`config.mk`:
```
export PLATFORM = sky130hd
export DESIGN_NAME = usbdev_pkt_fifos
export DESIGN_NICKNAME = d
export VERILOG_FILES = /design/src/rtl/usbdev_pkt_fifos.sv
export SDC_FILE = /design/constraint.sdc
export NUM_CORES = 1
export LEC_CHECK = 0
export BUFFER_PORTS_ARGS = -buffer_cell sky130_fd_sc_hd__buf_2
export CORE_MARGIN = 8
export CORE_UTILIZATION = 25
export CTS_CLUSTER_DIAMETER = 150
export CTS_CLUSTER_SIZE = 20
export DETAILED_ROUTE_END_ITERATION = 7
export PLACE_DENSITY_LB_ADDON = 0.25
export SLEW_MARGIN = 5
export SYNTH_ARGS = -nofsm -noshare
export SYNTH_HDL_FRONTEND = slang
export SYNTH_SLANG_ARGS = --single-unit
```
`constraint.sdc`:
```
create_clock -name clk_48mhz_i -period 5.6 [get_ports clk_48mhz_i]
set_input_delay 0.84 -clock clk_48mhz_i [delete_from_list [all_inputs] [get_ports clk_48mhz_i]]
set_output_delay 0.84 -clock clk_48mhz_i [all_outputs]
set_load 0.005 [all_outputs]
```
`src/rtl/usbdev_pkt_fifos.sv`:
```
// Buffer-ID queueing stage next to the USB interface core.
// Two independent FWFT FIFOs share one structure: the AV FIFO holds free
// packet-buffer IDs and the RX FIFO holds received-packet descriptors.
//
// Handshake: a push is taken on a clock edge when wvalid & wready, and a pop
// when rready & rvalid. wready, rvalid and depth come only from registered
// pointers, so no input affects them combinationally. rdata shows the head
// entry while rvalid is high and reads as zero otherwise.

module usbdev_pkt_fifo_core #(
   parameter int DEPTH = 4,
   parameter int WIDTH = 4
) (
   input  logic                         i_clk,
   input  logic                         i_rst,
   input  logic                         i_flush,
   input  logic                         i_wvalid,
   output logic                         o_wready,
   input  logic [WIDTH-1:0]             i_wdata,
   output logic                         o_rvalid,
   input  logic                         i_rready,
   output logic [WIDTH-1:0]             o_rdata,
   output logic [$clog2(DEPTH+1)-1:0]   o_depth
);

   localparam int IW = $clog2(DEPTH);
   localparam int PW = IW + 1;
   localparam int DW = $clog2(DEPTH+1);

   // MSB of each pointer is the wrap bit; the lower bits index storage
   logic [PW-1:0]    r_wptr;
   logic [PW-1:0]    r_rptr;
   logic [WIDTH-1:0] r_mem [DEPTH];

   logic             w_empty;
   logic             w_full;
   logic             w_push;
   logic             w_pop;
   logic [PW-1:0]    w_level;

   assign w_empty  = (r_wptr == r_rptr);
   assign w_full   = (r_wptr[IW-1:0] == r_rptr[IW-1:0]) &&
                     (r_wptr[IW] != r_rptr[IW]);
   // A push is refused while full even if a pop happens in the same cycle
   assign w_push   = i_wvalid & ~w_full;
   assign w_pop    = i_rready & ~w_empty;
   assign w_level  = r_wptr - r_rptr;

   assign o_wready = ~w_full;
   assign o_rvalid = ~w_empty;
   assign o_depth  = DW'(w_level);
   assign o_rdata  = w_empty ? '0 : r_mem[r_rptr[IW-1:0]];

   // Pointer update; flush wins over any same-cycle push or pop
   always_ff @(posedge i_clk or posedge i_rst) begin
      if (i_rst) begin
         r_wptr <= '0;
         r_rptr <= '0;
      end else if (i_flush) begin
         r_wptr <= '0;
         r_rptr <= '0;
      end else begin
         if (w_push) r_wptr <= r_wptr + PW'(1);
         if (w_pop)  r_rptr <= r_rptr + PW'(1);
      end
   end

   // Storage write; contents are not reset, only the pointers are.
   // The head slot is never written while occupied, so rdata stays stable.
   always_ff @(posedge i_clk) begin
      if (w_push && !i_flush) r_mem[r_wptr[IW-1:0]] <= i_wdata;
   end

endmodule

module usbdev_pkt_fifos #(
   parameter int AVDepth = 4,
   parameter int AVWidth = 4,
   parameter int RXDepth = 4,
   parameter int RXWidth = 16
) (
   input  logic                           clk_48mhz_i,
   input  logic                           rst_i,
   input  logic                           av_wvalid_i,
   output logic                           av_wready_o,
   input  logic [AVWidth-1:0]             av_wdata_i,
   output logic                           av_rvalid_o,
   input  logic                           av_rready_i,
   output logic [AVWidth-1:0]             av_rdata_o,
   input  logic                           rx_wvalid_i,
   output logic                           rx_wready_o,
   input  logic [RXWidth-1:0]             rx_wdata_i,
   output logic                           rx_rvalid_o,
   input  logic                           rx_rready_i,
   output logic [RXWidth-1:0]             rx_rdata_o,
   input  logic                           av_flush_i,
   input  logic                           rx_flush_i,
   output logic [$clog2(AVDepth+1)-1:0]   av_depth_o,
   output logic [$clog2(RXDepth+1)-1:0]   rx_depth_o,
   output logic                           av_overflow_o,
   output logic                           rx_underrun_o
);

   logic r_av_overflow;
   logic r_rx_underrun;

   usbdev_pkt_fifo_core #(
      .DEPTH (AVDepth),
      .WIDTH (AVWidth)
   ) u_av_fifo (
      .i_clk    (clk_48mhz_i),
      .i_rst    (rst_i),
      .i_flush  (av_flush_i),
      .i_wvalid (av_wvalid_i),
      .o_wready (av_wready_o),
      .i_wdata  (av_wdata_i),
      .o_rvalid (av_rvalid_o),
      .i_rready (av_rready_i),
      .o_rdata  (av_rdata_o),
      .o_depth  (av_depth_o)
   );

   usbdev_pkt_fifo_core #(
      .DEPTH (RXDepth),
      .WIDTH (RXWidth)
   ) u_rx_fifo (
      .i_clk    (clk_48mhz_i),
      .i_rst    (rst_i),
      .i_flush  (rx_flush_i),
      .i_wvalid (rx_wvalid_i),
      .o_wready (rx_wready_o),
      .i_wdata  (rx_wdata_i),
      .o_rvalid (rx_rvalid_o),
      .i_rready (rx_rready_i),
      .o_rdata  (rx_rdata_o),
      .o_depth  (rx_depth_o)
   );

   // One-cycle error pulses; a flush in the same cycle suppresses them
   always_ff @(posedge clk_48mhz_i or posedge rst_i) begin
      if (rst_i) begin
         r_av_overflow <= 1'b0;
         r_rx_underrun <= 1'b0;
      end else begin
         r_av_overflow <= av_wvalid_i & ~av_wready_o & ~av_flush_i;
         r_rx_underrun <= rx_rready_i & ~rx_rvalid_o & ~rx_flush_i;
      end
   end

   assign av_overflow_o = r_av_overflow;
   assign rx_underrun_o = r_rx_underrun;

endmodule

```
==> impl.org <==
** Floorplanning
- The floorplan step defined a die boundary enclosing 21300 um^2.
- Die extent in x :: 146 um
- For this configuration, the core starts out at a cell density of 0.255.
- Total number of placement rows :: 47
- Vertical die dimension :: 146 um
- The core region is 16600 um^2.
- 60 I/O pins were placed.

** Global routing
- Number of antenna violations at the first check in global routing :: 1
- Pin count of the biggest net entering global routing :: 21
- Across every metal layer, demand over resource in global routing totals 0.0877.
- Global-route wire length before repair :: 14.4 mm
- Total congestion overflow :: 0
- The via count of the first global-routing pass was 2687.

** Yosys
- Top cells by count, synth :: edfxtp_1 (80), nor2b_1 (22), mux4_2 (20)
- Post-Synthesis Net Count :: 307
- Count of flip-flops with a built-in enable after synthesis :: 80
- A synthesized cell averages 16.1 um^2.
- Largest family of logic cells by synthesized area :: simple AND/OR/NAND/NOR gates
- The biggest area contributor in the post-synthesis netlist is edfxtp_1.
- Share of the synthesized area in compound gates (AO/OA/AOI/OAI) :: 0.0240
- Async set-or-reset flop fraction in the synthesized netlist :: 0.149
- Largest cells by area after synthesis :: edfxtp_1 (57%), mux4_2 (11%), dfrtp_1 (8.3%)
- Of the post-synthesis cell area, the part taken by muxes is 0.109.
- Area share of the largest cell type after synthesis :: 0.568
- Number of distinct standard cells referenced by the synthesized netlist :: 37
- edfxtp_1 is the most common cell in the netlist.
- Of the total synthesized cell area, the portion taken by XOR and XNOR cells is 0.0121.
- Register bit count reported by yosys :: 94
- Post-Synth Adder-Cell Area :: 0.0509
- Synthesis produced 263 cells.
- Sequential-to-total area share from yosys stat :: 0.651
- Simple-gate share of the synthesized area :: 0.126
- Most used DFF post-synth :: edfxtp_1
- YS warnings :: 0
- After synthesis the cells add up to 4230 um^2.

** Pwr
- Portion of total power attributed to combinational logic :: 0.393
- Dividing total power by cell area gives a power density of 493 nW/um^2.
- Of the total power, registers draw 0.373.
- Clock power share :: 0.233
- Leak pwr :: 1.82 nW
- The completed layout was analyzed and its total power is 2.47 mW.
- Net switching component of the power :: 0.876 mW
- The internal portion of the total power is 1.60 mW.
- Of the total power, the share spent switching nets is 0.354.
- IR analysis of the VDD net gives a maximum drop of 224 uV.

** Clock tree
- The tree is rooted in a clkbuf_16.
- Clock net sink count :: 94
- Buffers inserted to repair hold after CTS numbered 0.
- The clock passes through at most 2 buffers.
- The H-tree was split into 3 levels.
- Clock tree from TritonCTS :: built
- Clock latency on the worst-skew pair, taken at its later pin, is 340 ps.
- Number of gates given a new drive strength after cts :: 0
- Clock tree synthesis inserted a total of 9 buffers.
- After clock tree synthesis, the clock-pin slew on the worst setup and hold paths is 70 ps.
- Post-CTS timing repair inserted 0 buffers for setup.

** Timing
- In the final timing run, aggregate negative setup slack is 0 ps.
- In the finished design, the share of the clock period the worst path needs comes to 0.664.
- Maximum clock frequency :: 269 MHz
- Relative max-transition margin :: 0.346
- Setup repair after global routing left no endpoint under its margin.
- Count of final hold-check violations :: 0
- After layout, the minimum clock period comes to 3720 ps.
- Worst setup skew after layout :: 6.77 ps
- The number of max-slew violations in the final report is 0.
- Setup violations remaining at the end of the flow were counted as 0.
- Slew at the pin closest to its max-slew limit :: 981 ps

** Drt
- The routed layout has 2423 vias.
- Average wire length per cell after detail routing :: 16.5 um
- Pre-Repair DR Iteration Count :: 5
- Number of antenna-violating nets in the routed design :: 0
- Routed vias/inst :: 4.42
- For this run, design rule violations remaining after detail routing come to 0.
- First DRT Iteration DRCs :: 105
- After detailed routing, the total wire length is 9.05 mm.

** Worst setup path
- Worst-path cell chain :: inv_1 -> ha_1 -> and3_1 -> nor2b_1 -> buf_2
- Delay of the slowest critical-path stage :: 990 ps
- STA classifies the critical path startpoint as a flop.
- Arr. time, crit path :: 2880 ps
- Data required time at the worst endpoint :: 4760 ps
- Worst-path maximum fanout :: 20
- Type of the setup path with the least slack :: flop to output port
- Cell at the slowest stage of the critical path :: dfrtp_1
- Endpoint type of the worst setup path :: output port

** Finish
- Filler Cells Inserted :: 1692
- Of the cells placed in the final design, the portion with a size suffix greater than 1 is 0.302.
- The net count of the finished layout is 367.
- Layout Utilization :: 0.303
- 0 antenna diodes ended up in the layout.
- Area growth from synthesis to layout :: 18.7%

** Placed design
- Final weighted congestion in routability-driven placement :: 0.691
- The count of buffers added on input and output ports is 59.
- HPWL Detailed :: 6.02 mm

** Outcome
- Outcome :: finished clean

** Min path
- The worst hold path belongs to the class primary input to asynchronous set/reset pin.

** Run
- Number of max-cap violations :: 0
[registers in the layout, indices dropped and copies added, names as in the netlist]
name / count
u_rx_fifo.r_mem: 64
u_av_fifo.r_mem: 16
u_av_fifo.r_rptr: 3
u_av_fifo.r_wptr: 3
u_rx_fifo.r_rptr: 3
u_rx_fifo.r_wptr: 3
av_overflow_o: 1
rx_underrun_o: 1
[through the flow]
stage          cell area, um^2  hold slack [ps]  cells  setup WS [ps]
6_report                  5020              558    548           1880
5_1_grt                   5020              606    548           1510
4_1_cts                   5020              585    548           1710
3_5_place_dp              4740              622    532           2100
3_3_place_gp              4740              604    532           2140
2_1_floorplan             4230              579    263           3020
[cells in the final DEF, fill, tap and decap left out, types with 2 or more instances in the layout]
master and instances:
nand2_1 8, and3_1 5, nor2b_1 22, and2_1 5, or4_1 5, nand4b_1 7, inv_6 3, inv_1 13
buf_2 59, nor3b_1 5, a21oi_1 4, a31oi_1 9, clkbuf_16 9, dfrtp_1 14, nor2_1 6, or3_1 5
edfxtp_1 80, fa_1 2, mux4_2 20, ha_1 14, nand4_1 3, xnor2_1 3, nand3_1 9, nand3b_1 2
[per-layer routing]
metal / up-vias / wire length, um / part of all wire / GRT usage
met5: - / 9 / 0.00099 / 0
met4: 2 / 95 / 0.011 / 0.0252
met3: 10 / 543 / 0.060 / 0.0374
met2: 56 / 4700 / 0.52 / 0.158
met1: 1223 / 3700 / 0.41 / 0.0917
li1: 1132 / - / - / -
[path summary, 6_finish.rpt]
path / slack (ps) / end / cells after the start / startpoint
worst max-delay path: 1880 / rx_rdata_o[8] / 5 / u_rx_fifo.r_rptr[1]$_DFFE_PP0P_
worst min-delay path: 560 / u_rx_fifo.r_wptr[1]$_DFFE_PP0P_ / 2 / rst_i
worst max register to register: 2380 / u_rx_fifo.r_mem[1][0]$_DFFE_PP_ / 5 / u_rx_fifo.r_rptr[1]$_DFFE_PP0P_
worst min register to register: 640 / u_rx_fifo.r_wptr[2]$_DFFE_PP0P_ / 2 / u_rx_fifo.r_wptr[2]$_DFFE_PP0P_
max in group asynchronous: 4650 / u_rx_fifo.r_rptr[2]$_DFFE_PP0P_ / 2 / rst_i
min in group clk_48mhz_i: 640 / u_rx_fifo.r_wptr[2]$_DFFE_PP0P_ / 2 / u_rx_fifo.r_wptr[2]$_DFFE_PP0P_
[power groups by stage]
stage                     sequential [mW]  combinational [mW]  clock [mW]
after global routing                0.937                1.10       0.624
after CTS                           0.927                1.02       0.601
after floorplan                     0.896               0.678           0
after global placement              0.942                1.01           0
final                               0.924               0.973       0.578
after detailed placement            0.943                1.02           0
[cells by family after synthesis]
kind of cell / Yosys count
simple gates: 87
flops: 94
fa+ha+maj: 16
xor+xnor: 5
mux: 21
compound gates: 16
buf+inv: 24
[layout make-up]
type	count	area [um^2]	share of cell area
clock inverter	7	53.8	0.0107
tap	220	275	0.0548
sequential	94	2750	0.548
multi-input combinational	145	1360	0.272
clock buffer	9	225	0.0448
timing repair buffer	60	303	0.0603
inverter	13	48.8	0.00972
[worst max-delay path: cells and delay by family, from the launching register on]
kind | cells | cell delay, ps
adders and majority gates | 1 | 410
and+or+nand+nor | 2 | 810
buffers and inverters | 2 | 310
DFF | 1 | 990
(Power assumes the default switching activity.)
